==> config.mk <==
export PLATFORM = sky130hd
export DESIGN_NAME = ocw2_priority_controller_flat
export DESIGN_NICKNAME = d
export VERILOG_FILES = /design/src/rtl/ocw2_priority_controller_if.sv /design/src/rtl/ocw2_priority_controller.sv /design/src/flat_wrapper.sv
export SDC_FILE = /design/constraint.sdc
export NUM_CORES = 1
export LEC_CHECK = 0
export BUFFER_PORTS_ARGS = -buffer_cell sky130_fd_sc_hd__buf_4
export CORE_MARGIN = 4
export CORE_UTILIZATION = 49
export DETAILED_ROUTE_END_ITERATION = 16
export PLACE_DENSITY = 0.83
export SETUP_SLACK_MARGIN = 0.1
export SYNTH_ARGS = -nofsm -noshare
export SYNTH_HDL_FRONTEND = slang
export SYNTH_SLANG_ARGS = --single-unit
==> constraint.sdc <==
create_clock -name clock -period 1.83 [get_ports clock]
set_input_delay 0.0915 -clock clock [delete_from_list [all_inputs] [get_ports clock]]
set_output_delay 0.0915 -clock clock [all_outputs]
set_load 0.02 [all_outputs]
==> src/rtl/ocw2_priority_controller_if.sv <==
// Control-word bus between the OCW2 decoder side and ocw2_priority_controller.
// With OCW2_EOI_COUNT_EN defined, the interface also carries the eoi_count output.
interface ocw2_priority_controller_if #(
  parameter int NUM_LEVELS = 8
);
  localparam int LEVEL_W = $clog2(NUM_LEVELS);

  logic                  write_initial_command_word_1;
  logic                  auto_eoi_config;
  logic                  end_of_acknowledge_sequence;
  logic [NUM_LEVELS-1:0] acknowledge_interrupt;
  logic                  write_operation_control_word_2;
  logic [2:0]            ocw2_command;
  logic [LEVEL_W-1:0]    ocw2_level;
  logic [NUM_LEVELS-1:0] highest_level_in_service;
  logic [NUM_LEVELS-1:0] end_of_interrupt;
  logic                  auto_rotate_mode;
  logic [LEVEL_W-1:0]    priority_rotate;
  logic                  command_error;
  logic                  hold_overflow;
`ifdef OCW2_EOI_COUNT_EN
  logic [15:0]           eoi_count;
`endif

  modport master (
    output write_initial_command_word_1, auto_eoi_config, end_of_acknowledge_sequence,
           acknowledge_interrupt, write_operation_control_word_2, ocw2_command,
           ocw2_level, highest_level_in_service,
`ifdef OCW2_EOI_COUNT_EN
    input  eoi_count,
`endif
    input  end_of_interrupt, auto_rotate_mode, priority_rotate, command_error, hold_overflow
  );

  modport slave (
    input  write_initial_command_word_1, auto_eoi_config, end_of_acknowledge_sequence,
           acknowledge_interrupt, write_operation_control_word_2, ocw2_command,
           ocw2_level, highest_level_in_service,
`ifdef OCW2_EOI_COUNT_EN
    output eoi_count,
`endif
    output end_of_interrupt, auto_rotate_mode, priority_rotate, command_error, hold_overflow
  );
endinterface

==> src/rtl/ocw2_priority_controller.sv <==
// Registered OCW2 EOI/rotate controller with a one-entry hold slot for OCW2 writes
// that collide with the end-of-INTA auto action. Optional macro: OCW2_EOI_COUNT_EN.
module ocw2_priority_controller #(
  parameter int NUM_LEVELS = 8
) (
  input logic                     clock,
  input logic                     reset,
  ocw2_priority_controller_if.slave bus
);
  localparam int LEVEL_W = $clog2(NUM_LEVELS);
  localparam logic [LEVEL_W-1:0] LAST_LEVEL = LEVEL_W'(NUM_LEVELS - 1);

  localparam logic [0:0] IDLE = 1'b0;
  localparam logic [0:0] HELD = 1'b1;

  typedef struct packed {
    logic [2:0]         cmd;
    logic [LEVEL_W-1:0] lvl;
  } ocw2_req_t;

  function automatic logic [LEVEL_W-1:0] level_index(input logic [NUM_LEVELS-1:0] v);
    logic [LEVEL_W-1:0] r;
    r = '0;
    for (int i = 0; i < NUM_LEVELS; i++)
      if (v[i]) r = r | LEVEL_W'(i);
    return r;
  endfunction

  logic [0:0]            state_q, state_d;
  ocw2_req_t             hold_q, hold_d, exec_req, new_req;
  logic                  exec_en;
  logic [NUM_LEVELS-1:0] eoi_q, eoi_d;
  logic                  arm_q, arm_d;
  logic [LEVEL_W-1:0]    pr_q, pr_d;
  logic                  err_q, err_d;
  logic                  ovf_q, ovf_d;

  assign new_req = '{cmd: bus.ocw2_command, lvl: bus.ocw2_level};

  always_comb begin
    state_d  = state_q;
    hold_d   = hold_q;
    exec_en  = 1'b0;
    exec_req = new_req;
    eoi_d    = '0;
    arm_d    = arm_q;
    pr_d     = pr_q;
    err_d    = 1'b0;
    ovf_d    = 1'b0;
    if (bus.write_initial_command_word_1) begin
      eoi_d   = '1;
      arm_d   = 1'b0;
      pr_d    = LAST_LEVEL;
      state_d = IDLE;
      hold_d  = '0;
    end else begin
      // The held command only runs in a cycle with no auto action, so the two never race.
      case (state_q)
        IDLE: begin
          if (bus.write_operation_control_word_2) begin
            if (bus.end_of_acknowledge_sequence) begin
              hold_d  = new_req;
              state_d = HELD;
            end else begin
              exec_en = 1'b1;
            end
          end
        end
        default: begin
          if (bus.end_of_acknowledge_sequence) begin
            ovf_d = bus.write_operation_control_word_2;
          end else begin
            exec_en  = 1'b1;
            exec_req = hold_q;
            if (bus.write_operation_control_word_2) hold_d  = new_req;
            else                                    state_d = IDLE;
          end
        end
      endcase

      if (bus.end_of_acknowledge_sequence) begin
        if (bus.auto_eoi_config) eoi_d = bus.acknowledge_interrupt;
        if (arm_q && |bus.acknowledge_interrupt)
          pr_d = level_index(bus.acknowledge_interrupt);
      end

      if (exec_en) begin
        case (exec_req.cmd)
          3'b001: begin
            if (|bus.highest_level_in_service) eoi_d = bus.highest_level_in_service;
            else                               err_d = 1'b1;
          end
          3'b011: eoi_d[exec_req.lvl] = 1'b1;
          3'b101: begin
            if (|bus.highest_level_in_service) begin
              eoi_d = bus.highest_level_in_service;
              pr_d  = level_index(bus.highest_level_in_service);
            end else begin
              err_d = 1'b1;
            end
          end
          3'b111: begin
            eoi_d[exec_req.lvl] = 1'b1;
            pr_d                = exec_req.lvl;
          end
          3'b110:  pr_d  = exec_req.lvl;
          3'b100:  arm_d = 1'b1;
          3'b000:  arm_d = 1'b0;
          default: ;
        endcase
      end
    end
  end

  always_ff @(posedge clock) begin
    if (reset) begin
      state_q <= IDLE;
      hold_q  <= '0;
      eoi_q   <= '0;
      arm_q   <= 1'b0;
      pr_q    <= LAST_LEVEL;
      err_q   <= 1'b0;
      ovf_q   <= 1'b0;
    end else begin
      state_q <= state_d;
      hold_q  <= hold_d;
      eoi_q   <= eoi_d;
      arm_q   <= arm_d;
      pr_q    <= pr_d;
      err_q   <= err_d;
      ovf_q   <= ovf_d;
    end
  end

  assign bus.end_of_interrupt = eoi_q;
  assign bus.auto_rotate_mode = arm_q;
  assign bus.priority_rotate  = pr_q;
  assign bus.command_error    = err_q;
  assign bus.hold_overflow    = ovf_q;

`ifdef OCW2_EOI_COUNT_EN
  logic [15:0] cnt_q;
  logic        icw1_pulse_q;  // marks eoi_q as the ICW1 all-ones clear, which is not counted

  always_ff @(posedge clock) begin
    if (reset) begin
      cnt_q        <= '0;
      icw1_pulse_q <= 1'b0;
    end else begin
      icw1_pulse_q <= bus.write_initial_command_word_1;
      if (bus.write_initial_command_word_1)
        cnt_q <= '0;
      else if (|eoi_q && !icw1_pulse_q && cnt_q != 16'hFFFF)
        cnt_q <= cnt_q + 16'd1;
    end
  end

  assign bus.eoi_count = cnt_q;
`endif
endmodule

==> src/flat_wrapper.sv <==
// flat-port wrapper written by rule: the top's interface ports become plain ports
module ocw2_priority_controller_flat 
#(
  parameter int NUM_LEVELS = 8
)
  (clock, reset, bus_write_initial_command_word_1, bus_auto_eoi_config, bus_end_of_acknowledge_sequence, bus_acknowledge_interrupt, bus_write_operation_control_word_2, bus_ocw2_command, bus_ocw2_level, bus_highest_level_in_service, bus_end_of_interrupt, bus_auto_rotate_mode, bus_priority_rotate, bus_command_error, bus_hold_overflow);
  ocw2_priority_controller_if #(.NUM_LEVELS(NUM_LEVELS)) bus_i ();
  input logic clock;
  input logic reset;
  input wire logic [$bits(bus_i.write_initial_command_word_1)-1:0] bus_write_initial_command_word_1;
  input wire logic [$bits(bus_i.auto_eoi_config)-1:0] bus_auto_eoi_config;
  input wire logic [$bits(bus_i.end_of_acknowledge_sequence)-1:0] bus_end_of_acknowledge_sequence;
  input wire logic [$bits(bus_i.acknowledge_interrupt)-1:0] bus_acknowledge_interrupt;
  input wire logic [$bits(bus_i.write_operation_control_word_2)-1:0] bus_write_operation_control_word_2;
  input wire logic [$bits(bus_i.ocw2_command)-1:0] bus_ocw2_command;
  input wire logic [$bits(bus_i.ocw2_level)-1:0] bus_ocw2_level;
  input wire logic [$bits(bus_i.highest_level_in_service)-1:0] bus_highest_level_in_service;
  output wire logic [$bits(bus_i.end_of_interrupt)-1:0] bus_end_of_interrupt;
  output wire logic [$bits(bus_i.auto_rotate_mode)-1:0] bus_auto_rotate_mode;
  output wire logic [$bits(bus_i.priority_rotate)-1:0] bus_priority_rotate;
  output wire logic [$bits(bus_i.command_error)-1:0] bus_command_error;
  output wire logic [$bits(bus_i.hold_overflow)-1:0] bus_hold_overflow;
  assign bus_i.write_initial_command_word_1 = bus_write_initial_command_word_1;
  assign bus_i.auto_eoi_config = bus_auto_eoi_config;
  assign bus_i.end_of_acknowledge_sequence = bus_end_of_acknowledge_sequence;
  assign bus_i.acknowledge_interrupt = bus_acknowledge_interrupt;
  assign bus_i.write_operation_control_word_2 = bus_write_operation_control_word_2;
  assign bus_i.ocw2_command = bus_ocw2_command;
  assign bus_i.ocw2_level = bus_ocw2_level;
  assign bus_i.highest_level_in_service = bus_highest_level_in_service;
  assign bus_end_of_interrupt = bus_i.end_of_interrupt;
  assign bus_auto_rotate_mode = bus_i.auto_rotate_mode;
  assign bus_priority_rotate = bus_i.priority_rotate;
  assign bus_command_error = bus_i.command_error;
  assign bus_hold_overflow = bus_i.hold_overflow;
  ocw2_priority_controller #(.NUM_LEVELS(NUM_LEVELS)) u_core (.clock(clock), .reset(reset), .bus(bus_i));
endmodule
Word level (Yosys, flattened, before mapping)
Cells that the tools add are included.

Logic and storage cells: 82. Flip-flop bits (word level): 21. Output and inout bits: 14.

Mux-type cells: 46. Bitwise gates (word level): 5. Order comparisons: 2. Eq/ne operators: 7. Reduce and logical (&&, ||, !) cells: 14.

Operator list (count): 8-bit two-way mux (6); 6-bit two-way mux (7); 3-bit two-way mux (12); 8-bit one-hot mux with 2 select lines (1); 8-bit OR reduction (2); 1-bit two-way mux (13); 3-bit equality test (second input constant) (4); 2-bit two-way mux (4); 8-bit bitwise OR (1); 2-bit OR reduction (4); 4-bit OR reduction (2); 3-bit one-hot mux with 2 select lines (1); 3-bit by 4-bit less-than comparator with 1-bit output (second input constant) (1); 1-bit inverter (4); 2-bit AND reduction (2); 1-bit demux with 3-bit select (1); 3-bit by 1-bit equality test with 1-bit output (second input constant) (1); 3-bit by 2-bit equality test with 1-bit output (second input constant) (1); 3-bit by 1-bit greater-or-equal comparator with 1-bit output (second input constant) (1); 3-bit logical NOT (1); 1-bit logical AND (2); 2-bit != test (second input constant) (1); 1-bit one-hot mux with 2 select lines (1); 2-bit nonzero test (1).

Depth between registers and ports, before layout
Word-level depth: 12. Mapped depth: 7.

Least setup slack after synthesis
No wires, ideal clock.

Path kind: flip-flop to flip-flop. From: reg u_core.state_q. To: reg u_core.pr_q[2] (netlist: u_core.bus.priority_rotate[2]). Buffers on the path: 0. Setup slack: 0.276 ns. Period minus slack after synthesis: 1.554 ns. Cell stages (with the launch flop): 6. Data required time: 1.748 ns. Arrival: 1.472 ns. Path through: dfxtp_1 and2b_2 o31ai_2 or3_4 or3_1 o2111ai_1.

Longest elaborated chain between the ends: 6. Elaborated cells on any way between the ends: 10.

RTL lines: start: declaration (line ocw2_priority_controller.sv:29) `logic [0:0] state_q, state_d;`; start signal: assignment (line ocw2_priority_controller.sv:125) `state_q <= state_d;`; 6-bit two-way mux (line ocw2_priority_controller.sv:58) `case (state_q)`; 6-bit two-way mux (line ocw2_priority_controller.sv:50) `if (bus.write_initial_command_word_1) begin`; 3-bit equality test (line ocw2_priority_controller.sv:88) `case (exec_req.cmd)`; 2-bit OR reduction (no line); 3-bit one-hot mux with 2 select lines (line ocw2_priority_controller.sv:88); 3-bit two-way mux (*) (line ocw2_priority_controller.sv:87) `if (exec_en) begin`; end signal: assignment (line ocw2_priority_controller.sv:129) `pr_q <= pr_d;`; end: declaration (line ocw2_priority_controller.sv:34) `logic [LEVEL_W-1:0] pr_q, pr_d;`.

Mark *: on every way between the ends. The rest lies on a longest branch, timed or not. The select of a mux whose other input is x is not followed. A chain may end at the register's enable or synchronous reset.

Worst setup path in the final report
Same ends and word-level chain as after synthesis.

==> impl_metrics.env <==
export IMPL_status="completed"
export IMPL_grt_usage_pct=21.0
export IMPL_synthCells=154
export IMPL_setup_tns_ns=0
export IMPL_wl_per_cell_um=15.4
export IMPL_p_leak_uw=0.000702
export IMPL_yosysTopAreaCell="dfxtp_1"
export IMPL_max_stage_delay_ns=0.39
export IMPL_min_period_over_period_pct=92.4
export IMPL_yosysWarningCount=0
export IMPL_nets=225
export IMPL_grt_max_degree=16
export IMPL_avgViaCountPerCell=6.01
export IMPL_hold_class="primary input to flop"
export IMPL_postRouteWirelength_um=3470
export IMPL_syn_cell_area_sq_um=1240
export IMPL_switching_share_pct=29.5
export IMPL_cts_sinks=21
export IMPL_yosysUniqueCellTypes=37
export IMPL_cts_buffer_depth=2
export IMPL_drc_errors=0
export IMPL_finalHoldViolCount=0
export IMPL_drive_gt1_share_pct=32.1
export IMPL_p_int_uw=667
export IMPL_ios=42
export IMPL_synth_edff_count=0
export IMPL_fin_crit_ns=1.69
export IMPL_cts_root_buf="clkbuf_4"
export IMPL_r2r_slack_ns=0.14
export IMPL_cp_required_ns=2.05
export IMPL_drt_pass1_iterations=4
export IMPL_relSlewSlack_pct=70.1
export IMPL_arrival_ns=1.92
export IMPL_grt_pass1_vias=1242
export IMPL_cp_end_kind="flop"
export IMPL_rows=18
export IMPL_cts_tree="built"
export IMPL_initial_utilization_pct=50.7
export IMPL_crit_fanout=6
export IMPL_ctsHtreeMaxLevel=1
export IMPL_antenna_cells=0
export IMPL_cts_made_buffers=3
export IMPL_portBuffers=41
export IMPL_clockPowerShare_pct=24.3
export IMPL_synth_commonest_cells="dfxtp_1, nand2_1, a21oi_1"
export IMPL_tightest_slew_ns=0.444
export IMPL_grt_overflow=0
export IMPL_cellPowerDensity_nw_per_um2=574
export IMPL_worstSetupStartpointType="flop"
export IMPL_syn_nets=182
export IMPL_crit_type="flop to flop"
export IMPL_yosys_area_top_type_share_pct=33.8
export IMPL_timing_hold_ws_ns=0.0401
export IMPL_fmax_mhz=591
export IMPL_p_sw_uw=279
export IMPL_syn_avg_cell_area_sq_um=8.08
export IMPL_seq_area_frac_synth_pct=33.8
export IMPL_dieArea_sq_um=3410
export IMPL_antenna_found_initial=0
export IMPL_fin_skew_ns=0.00386
export IMPL_synth_async_reset_ratio_pct=0
export IMPL_setup_viol=0
export IMPL_placed_area_sq_um=1570
export IMPL_clk_latency_ns=0.30
export IMPL_rsz0062_at_grt="false"
export IMPL_die_w_um=58.4
export IMPL_drv_slew=0
export IMPL_synth_area_leaders="dfxtp_1, mux2i_1, a21oi_1"
export IMPL_dp_cells=219
export IMPL_ant_nets=0
export IMPL_stdcell_area_sq_um=1650
export IMPL_synth_most_common_cell="dfxtp_1"
export IMPL_yosys_register_bits=21
export IMPL_yosys_most_used_dff="dfxtp_1"
export IMPL_crit_slowest_cell="dfxtp_4"
export IMPL_path_cells="clkbuf_2 > and3b_1 > a21oi_1 > or3_4 > or3_1 > o2111ai_1"
export IMPL_ir_drop_uv=475
export IMPL_place_congestion=0.955
export IMPL_comb_power_share_pct=24.7
export IMPL_clk_pin_slew_ns=0.12
export IMPL_stdcell_count=226
export IMPL_core_sq_um=2450
export IMPL_vias=1358
export IMPL_areaGrowthSynthToFinish_pct=32.4
export IMPL_fp_dieH_um=58.4
export IMPL_grt_pass1_wl_um=5640
export IMPL_power_frac_seq_pct=51.1
export IMPL_dpl_hpwl_um=2660
export IMPL_max_cap_violations=0
export IMPL_initialDrtViolationCount=105
==> through the flow <==
step	power, uW	worst slack (ns)	util, %
floorplan	610	0.276	-
global placement	710	0.130	64.0
detailed placement	715	0.0402	64.0
CTS	944	0.135	65.5
global route	995	0.100	67.1
finish	946	0.138	67.1
==> worst paths after layout <==
check                                        endpoint                                      from  cells past startpoint
max          u_core.bus.priority_rotate[2]$_SDFF_PP1_                 u_core.state_q$_SDFF_PP0_                      6
min                     u_core.hold_q[0]$_SDFFE_PP0P_                         bus_ocw2_level[0]                      3
max reg2reg  u_core.bus.priority_rotate[2]$_SDFF_PP1_                 u_core.state_q$_SDFF_PP0_                      6
min reg2reg  u_core.bus.auto_rotate_mode$_SDFFE_PP0P_  u_core.bus.auto_rotate_mode$_SDFFE_PP0P_                      2
==> flip-flops by register name, summed over array words and instances, names as in the netlist <==
register,cells
u_core.bus.auto_rotate_mode,1
u_core.bus.priority_rotate,3
u_core.bus.command_error,1
u_core.bus.end_of_interrupt,8
u_core.hold_q,6
u_core.state_q,1
u_core.bus.hold_overflow,1
==> cells in the final DEF (no fill, tap or decap), types with 3 or more instances in the layout <==
| cell type | n |
|---|---|
| clkbuf_4 | 3 |
| mux2i_1 | 9 |
| buf_4 | 45 |
| o21ai_0 | 6 |
| dfxtp_1 | 19 |
| and2_1 | 5 |
| nand2b_1 | 4 |
| a221oi_1 | 7 |
| nor4_1 | 9 |
| a21oi_1 | 16 |
| nand3_1 | 3 |
| nand2_1 | 19 |
| nor2_1 | 14 |
==> critical path: cells and delay by family, from the launching register on <==
kind | cells | cell delay, ns
and+or+nand+nor | 3 | 0.94
buffers and inverters | 1 | 0.14
DFF | 1 | 0.39
AOI/OAI and AO/OA | 2 | 0.15
==> power groups by stage <==
stage	logic, uW	clock network, uW	registers (uW)
floorplan	99.8	0	510
global placement	217	0	494
detailed placement	220	0	494
CTS	223	237	484
global route	253	256	486
finish	233	229	483
==> routing by layer <==
| metal | wire, um | share of wire, % | track usage (%) |
|---|---|---|---|
| met1 | 1430 | 41 | 27.1 |
| met2 | 1630 | 47 | 34.8 |
| met3 | 367 | 11 | 3.51 |
| met4 | 47 | 1.4 | 8.28 |
| met5 | 0 | 0 | 0 |
==> timing repair <==
| action | 4_1_cts | 5_1_grt |
|---|---|---|
| pin swaps | 0 | 1 |
| setup buffers | 0 | 2 |
| resized for setup | 1 | 6 |
| hold buffers | 1 | 0 |
| endpoints found under the setup margin | 2 | 10 |
| endpoints found under the hold margin | 3 | 0 |
==> cell families (layout without fill, tap and decap cells) <==
group / count (synthesis) / after routing / synth area share, %
and+or+nand+nor: 70 / 70 / 29.8
muxes: 13 / 13 / 10.9
DFF: 21 / 21 / 33.8
AOI/OAI and AO/OA: 41 / 41 / 22.1
buffers and inverters: 9 / 51 / 3.42
==> layout make-up <==
| class | count | area, sq um |
|---|---|---|
| tap | 30 | 37.5 |
| clock buffer | 3 | 22.5 |
| sequential | 21 | 425 |
| multi-input combinational | 124 | 805 |
| timing repair buffer | 47 | 353 |
| fill | 203 | 807 |
| clock inverter | 1 | 5.00 |
Power figures use the tool's default switching activity.
